### src/rtl/mult_pkg.sv
// Shared definitions for the pipelined multiplier: product width and minimum latency.
// Also defines MULT_PKG_CHECK_PARAMS, an elaboration-time guard for WIDTH/LATENCY.
// Optional build macro used by mult_pipe: MULT_PIPE_SIGNED_EN (two's-complement multiply).

package mult_pkg;

  // Shortest legal go-to-out_valid distance: the input capture register alone.
  localparam int MIN_LATENCY = 1;

  // Full-precision product width for a given operand width.
  function automatic int prod_width(input int width);
    return 2 * width;
  endfunction

endpackage

// Place inside a module body; stops elaboration on illegal parameters.
`define MULT_PKG_CHECK_PARAMS(W, L) \
  if ((W) < 1 || (L) < mult_pkg::MIN_LATENCY) begin : g_bad_params \
    $error("mult_pipe: WIDTH must be >= 1 and LATENCY must be >= 1"); \
  end

### src/rtl/mult_delay_reg.sv
// Valid+data shift register, DEPTH stages, data forced to 0 when not valid.
// Latency: DEPTH cycles (DEPTH=0 is a combinational pass-through).
// No backpressure: a new entry may enter every cycle.

module mult_delay_reg
  import mult_pkg::*;
#(
  parameter int DATA_W = 1,
  parameter int DEPTH  = 1
) (
  input  logic              clk,
  input  logic              reset,
  input  logic              in_valid,
  input  logic [DATA_W-1:0] in_data,
  output logic              out_valid,
  output logic [DATA_W-1:0] out_data
);

  generate
    if (DEPTH == 0) begin : g_pass
      assign out_valid = in_valid;
      assign out_data  = in_data;
    end else begin : g_shift
      logic [DEPTH-1:0]  v_q;
      logic [DATA_W-1:0] d_q [DEPTH];

      // Shift valid and data one stage per cycle; invalid slots carry zero data.
      always_ff @(posedge clk) begin
        if (reset) begin
          v_q <= '0;
          for (int i = 0; i < DEPTH; i++) d_q[i] <= '0;
        end else begin
          v_q[0] <= in_valid;
          d_q[0] <= in_valid ? in_data : '0;
          for (int i = 1; i < DEPTH; i++) begin
            v_q[i] <= v_q[i-1];
            d_q[i] <= v_q[i-1] ? d_q[i-1] : '0;
          end
        end
      end

      assign out_valid = v_q[DEPTH-1];
      assign out_data  = d_q[DEPTH-1];
    end
  endgenerate

endmodule

### src/rtl/mult_pipe.sv
// Fully pipelined WIDTH x WIDTH multiplier with full 2*WIDTH product (signed when MULT_PIPE_SIGNED_EN).
// Latency: LATENCY cycles from go to out_valid; operands needed only in the go cycle.
// No backpressure: accepts a new operand pair every cycle; out is 0 whenever out_valid is 0.

module mult_pipe
  import mult_pkg::*;
#(
  parameter int WIDTH   = 32,
  parameter int LATENCY = 2
) (
  input  logic               clk,
  input  logic               reset,
  input  logic               go,
  input  logic [WIDTH-1:0]   left,
  input  logic [WIDTH-1:0]   right,
  output logic [2*WIDTH-1:0] out,
  output logic               out_valid
);

  localparam int PW = prod_width(WIDTH);

  `MULT_PKG_CHECK_PARAMS(WIDTH, LATENCY)

  logic [WIDTH-1:0] left_q;
  logic [WIDTH-1:0] right_q;
  logic             v0_q;
  logic [PW-1:0]    left_ext;
  logic [PW-1:0]    right_ext;
  logic [PW-1:0]    prod;

  // Capture operands on go; idle cycles load zeros so the multiplier sees a quiet input.
  always_ff @(posedge clk) begin
    if (reset) begin
      left_q  <= '0;
      right_q <= '0;
      v0_q    <= 1'b0;
    end else begin
      left_q  <= go ? left  : '0;
      right_q <= go ? right : '0;
      v0_q    <= go;
    end
  end

`ifdef MULT_PIPE_SIGNED_EN
  assign left_ext  = {{WIDTH{left_q[WIDTH-1]}},  left_q};
  assign right_ext = {{WIDTH{right_q[WIDTH-1]}}, right_q};
`else
  assign left_ext  = {{WIDTH{1'b0}}, left_q};
  assign right_ext = {{WIDTH{1'b0}}, right_q};
`endif

  // Low PW bits of the extended product are exact for both signed and unsigned operands.
  assign prod = left_ext * right_ext;

  // Remaining LATENCY-1 stages; zero depth makes the output combinational from stage 0.
  mult_delay_reg #(
    .DATA_W (PW),
    .DEPTH  (LATENCY - 1)
  ) u_delay (
    .clk       (clk),
    .reset     (reset),
    .in_valid  (v0_q),
    .in_data   (prod),
    .out_valid (out_valid),
    .out_data  (out)
  );

endmodule

### config.mk
export PLATFORM = sky130hd
export DESIGN_NAME = mult_pipe
export DESIGN_NICKNAME = d
export VERILOG_FILES = /design/src/rtl/mult_pkg.sv /design/src/rtl/mult_delay_reg.sv /design/src/rtl/mult_pipe.sv
export SDC_FILE = /design/constraint.sdc
export NUM_CORES = 2
export LEC_CHECK = 0
export BUFFER_PORTS_ARGS = -buffer_cell sky130_fd_sc_hd__buf_2
export CAP_MARGIN = 20
export CORE_UTILIZATION = 45
export CTS_BUF_LIST = sky130_fd_sc_hd__clkbuf_16
export DETAILED_ROUTE_END_ITERATION = 10
export GPL_TIMING_DRIVEN = 0
export PLACE_DENSITY = 0.67
export SYNTH_ARGS = -nofsm -noshare
export SYNTH_HDL_FRONTEND = slang
export SYNTH_SLANG_ARGS = --single-unit
export TNS_END_PERCENT = 30
### constraint.sdc
create_clock -name clk -period 17.1 [get_ports clk]
set_input_delay 3.42 -clock clk [delete_from_list [all_inputs] [get_ports clk]]
set_output_delay 3.42 -clock clk [all_outputs]
set_load 0.05 [all_outputs]
==> flow_summary.toml <==
[yosys]
synth_warnings = 0
synthesis.nets = 5216
ys_seq_area_share_pct = 7.068
syn_avg_cell_area_sq_um = 9.228
netlist.area_leader.share_pct = 48.72
synth_area_leader_cell = "fa_1"
synthCells = 3990
ys.flop_type = "dfxtp_1"
synth_cell_types = 67
synth_area_leaders = "fa_1 (49%), and2_1 (11%), ha_1 (8.9%)"
synth_edf_count = 0
synth_seq_cells = 130
syn_area_sq_um = 36820
async_flop_share_pct = 0

[clock_network]
clock_sinks = 130
clk_pin_slew_ps = 60
clock_latency_ps = 520
htree_levels = 4
numCtsBuffers = 17
cts_resized = 0
cts_hold_buffers = 0
root_buffer = "clkbuf_16"
clock_path_buffers = 2
cts_setup_buffers = 0
cts_tree = "done"

[drt]
drtIter0Drc = 2703
ant_nets = 0
detail_route.wl_per_cell_um = 25.98
drt-total-wl_um = 135700
firstDrtPassIters = 11
route.detailed.drc = 12
via_count = 28877
vias_per_cell = 5.528

[place]
placedInstanceArea_sq_um = 38820
hpwl_um = 112200
dp_cells = 5182
routabilityCongestion = 1.047
portBuffers = 131

[final_layout]
fill_cells = 7798
layout-drive-gt1-share_pct = 4.522
fin_cells = 5224
fin_util_pct = 48.86
synthToLayoutAreaGrowth_pct = 7.241
final_nets = 5370
design_area_sq_um = 39490

[setup_path]
worst-setup-path-type = "flop to flop"
arrival_ps = 9510
worstSetupEndpointType = "flop"
cpPeakStageDelay_ps = 680
crit_fanout = 10
startpoint_type = "flop"
crit_top_cell = "fa_1"
required_ps = 17490
crit_slowest_cell = "dfxtp_1"

[timing]
worstMarginPinSlew_ps = 1244
min_period_ps = 9120
fin_crit_sh_pct = 53.33
setup_viol = 0
maxSlewHeadroom_pct = 17.09
skew_ps = 23.20
rsz0062_at_grt = "false"
hold_violations = 0
slew_viol_final = 0
fmax_mhz = 109.7
finalSetupTns_ps = 0

[global_route]
grt_max_degree = 17
overflow = 0
grt.total_usage_pct = 33.81
grt_first_pass_wirelength_um = 195200
grt_pass1_vias = 29599
antenna_found_initial = 17

[die]
coreArea_sq_um = 80810
start_util_pct = 45.57
rows = 104
die_w_um = 288.0
num_io_pins = 132
die_h_um = 288.0
die_area_sq_um = 82970

[power_and_ir_drop]
power.switching_mw = 0.5995
ir_worst_vdd_mv = 0.08971
swShare_pct = 44.64
internal_power_mw = 0.7434
leakage_nw = 19.75
power.density_nw_per_um2 = 34.01
seq_power_share_pct = 24.6
clkPwrFrac_pct = 29.8
share_comb_of_total_power_pct = 45.6

[outcome]
violations = "DRC"
status = "complete, but fails checks"

[run]
maxCapViolCount = 0

[hold_path]
worstHoldPathType = "flop to flop"
[cell type report]
cell class	count	area [sq um]	share of cell area [%]
repair buffers	135	715.7	1.812
diodes	7	17.52	0.04436
clock buffers	17	425.4	1.077
flip-flops and latches	130	2603	6.591
plain buffers	233	884.6	2.240
inverters	864	3243	8.213
well taps	1060	1326	3.359
clock inverters	15	181.4	0.4595
multi-input cells	2763	30090	76.20
[kinds of logic after synthesis]
family | after synthesis | synth area share [%]
AND/OR/NAND/NOR | 1313 | 18.48
adder cells (fa/ha/maj) | 1159 | 57.65
buffers and inverters | 1097 | 11.21
AO/OA/AOI/OAI | 234 | 4.224
flip-flops | 130 | 7.068
XOR/XNOR | 55 | 1.308
multiplexers | 2 | 0.05437
[path summary, 6_finish.rpt]
| check | start | to | slack [ps] | depth (start not counted) |
|---|---|---|---|---|
| hold / removal | right_q[0]$_SDFF_PP0_ | u_delay.g_shift.d_q[0][0]$_SDFF_PP0_ | 700 | 1 |
| setup / recovery | right_q[6]$_SDFF_PP0_ | u_delay.g_shift.d_q[0][60]$_SDFF_PP0_ | 7980 | 25 |
| hold reg to reg | right_q[0]$_SDFF_PP0_ | u_delay.g_shift.d_q[0][0]$_SDFF_PP0_ | 700 | 1 |
| setup reg to reg | right_q[6]$_SDFF_PP0_ | u_delay.g_shift.d_q[0][60]$_SDFF_PP0_ | 7980 | 25 |
[cell usage after synthesis, types with 2 or more instances]
library cell,number
buf_2,2
inv_1,864
mux2i_1,2
o21bai_1,17
a211o_1,2
o31ai_4,2
a211oi_1,9
or3_2,2
nor3b_1,2
a2111oi_0,2
o21ai_1,2
clkbuf_1,228
a31oi_1,8
nand2_1,482
and4_1,4
fa_1,896
dfxtp_1,130
nand4_1,17
a21boi_0,3
and2_1,668
o31ai_1,5
a21oi_4,2
o211ai_1,3
nor2b_1,4
a221oi_1,2
o21ai_2,2
a311oi_1,2
ha_1,263
nor3_1,11
xnor2_1,35
o21ai_0,32
and3_1,13
o21a_1,6
nand2b_1,3
xor2_1,20
nand3_1,23
a21o_1,34
nor4_1,2
buf_1,2
a21oi_1,83
nor2_1,75
[cell usage in the layout (no fill, tap or decap), drive strengths merged, types with 10 or more instances in the layout]
master,count
nand4,17
nor3,11
fa,896
a21o,35
xnor2,35
o21ai,36
nand3,23
inv,869
o21bai,18
a21oi,85
ha,263
nor2,75
xor2,20
buf,140
a211oi,10
clkbuf,245
and3,14
dfxtp,130
and2,668
nand2,482
[registers in the layout, summed over array words and instances, names as in the netlist]
name                 count
left_q                  32
right_q                 32
u_delay.g_shift.d_q     64
u_delay.out_valid        1
v0_q                     1
[per-layer routing]
metal / vias up / GRT usage [%] / share of wire [%]
met4: 4 / 26.15 / 9.0
li1: 11934 / - / -
met3: 505 / 8.209 / 10
met5: - / 0 / 0.025
met1: 14695 / 41.02 / 36
met2: 1739 / 51.86 / 45
[power groups by stage]
stage / sequential (mW) / clock (mW) / combinational [mW]
CTS: 0.330 / 0.413 / 0.603
finish: 0.331 / 0.400 / 0.612
global placement: 0.336 / 0 / 0.593
detailed placement: 0.337 / 0 / 0.600
floorplan: 0.349 / 0 / 0.354
global route: 0.331 / 0.421 / 0.660
[critical path: cells and delay by family (launching register included)]
kind / cells / cell delay [ps]
XOR/XNOR: 1 / 170
buffers and inverters: 6 / 1260
AND/OR/NAND/NOR: 6 / 950
flip-flops: 1 / 680
AO/OA/AOI/OAI: 3 / 1650
adder cells (fa/ha/maj): 9 / 4260
[stage by stage]
| step | hold WS [ps] | power [mW] | worst slack (ps) |
|---|---|---|---|
| floorplan | 492.0 | 0.7030 | 9830 |
| global placement | 665.0 | 0.9294 | 8262 |
| detailed placement | 674.4 | 0.9364 | 8137 |
| CTS | 684.0 | 1.347 | 8120 |
| global route | 698.4 | 1.412 | 7620 |
| finish | 696.8 | 1.343 | 7980 |
Note: power is estimated with default switching activity, not from simulation.
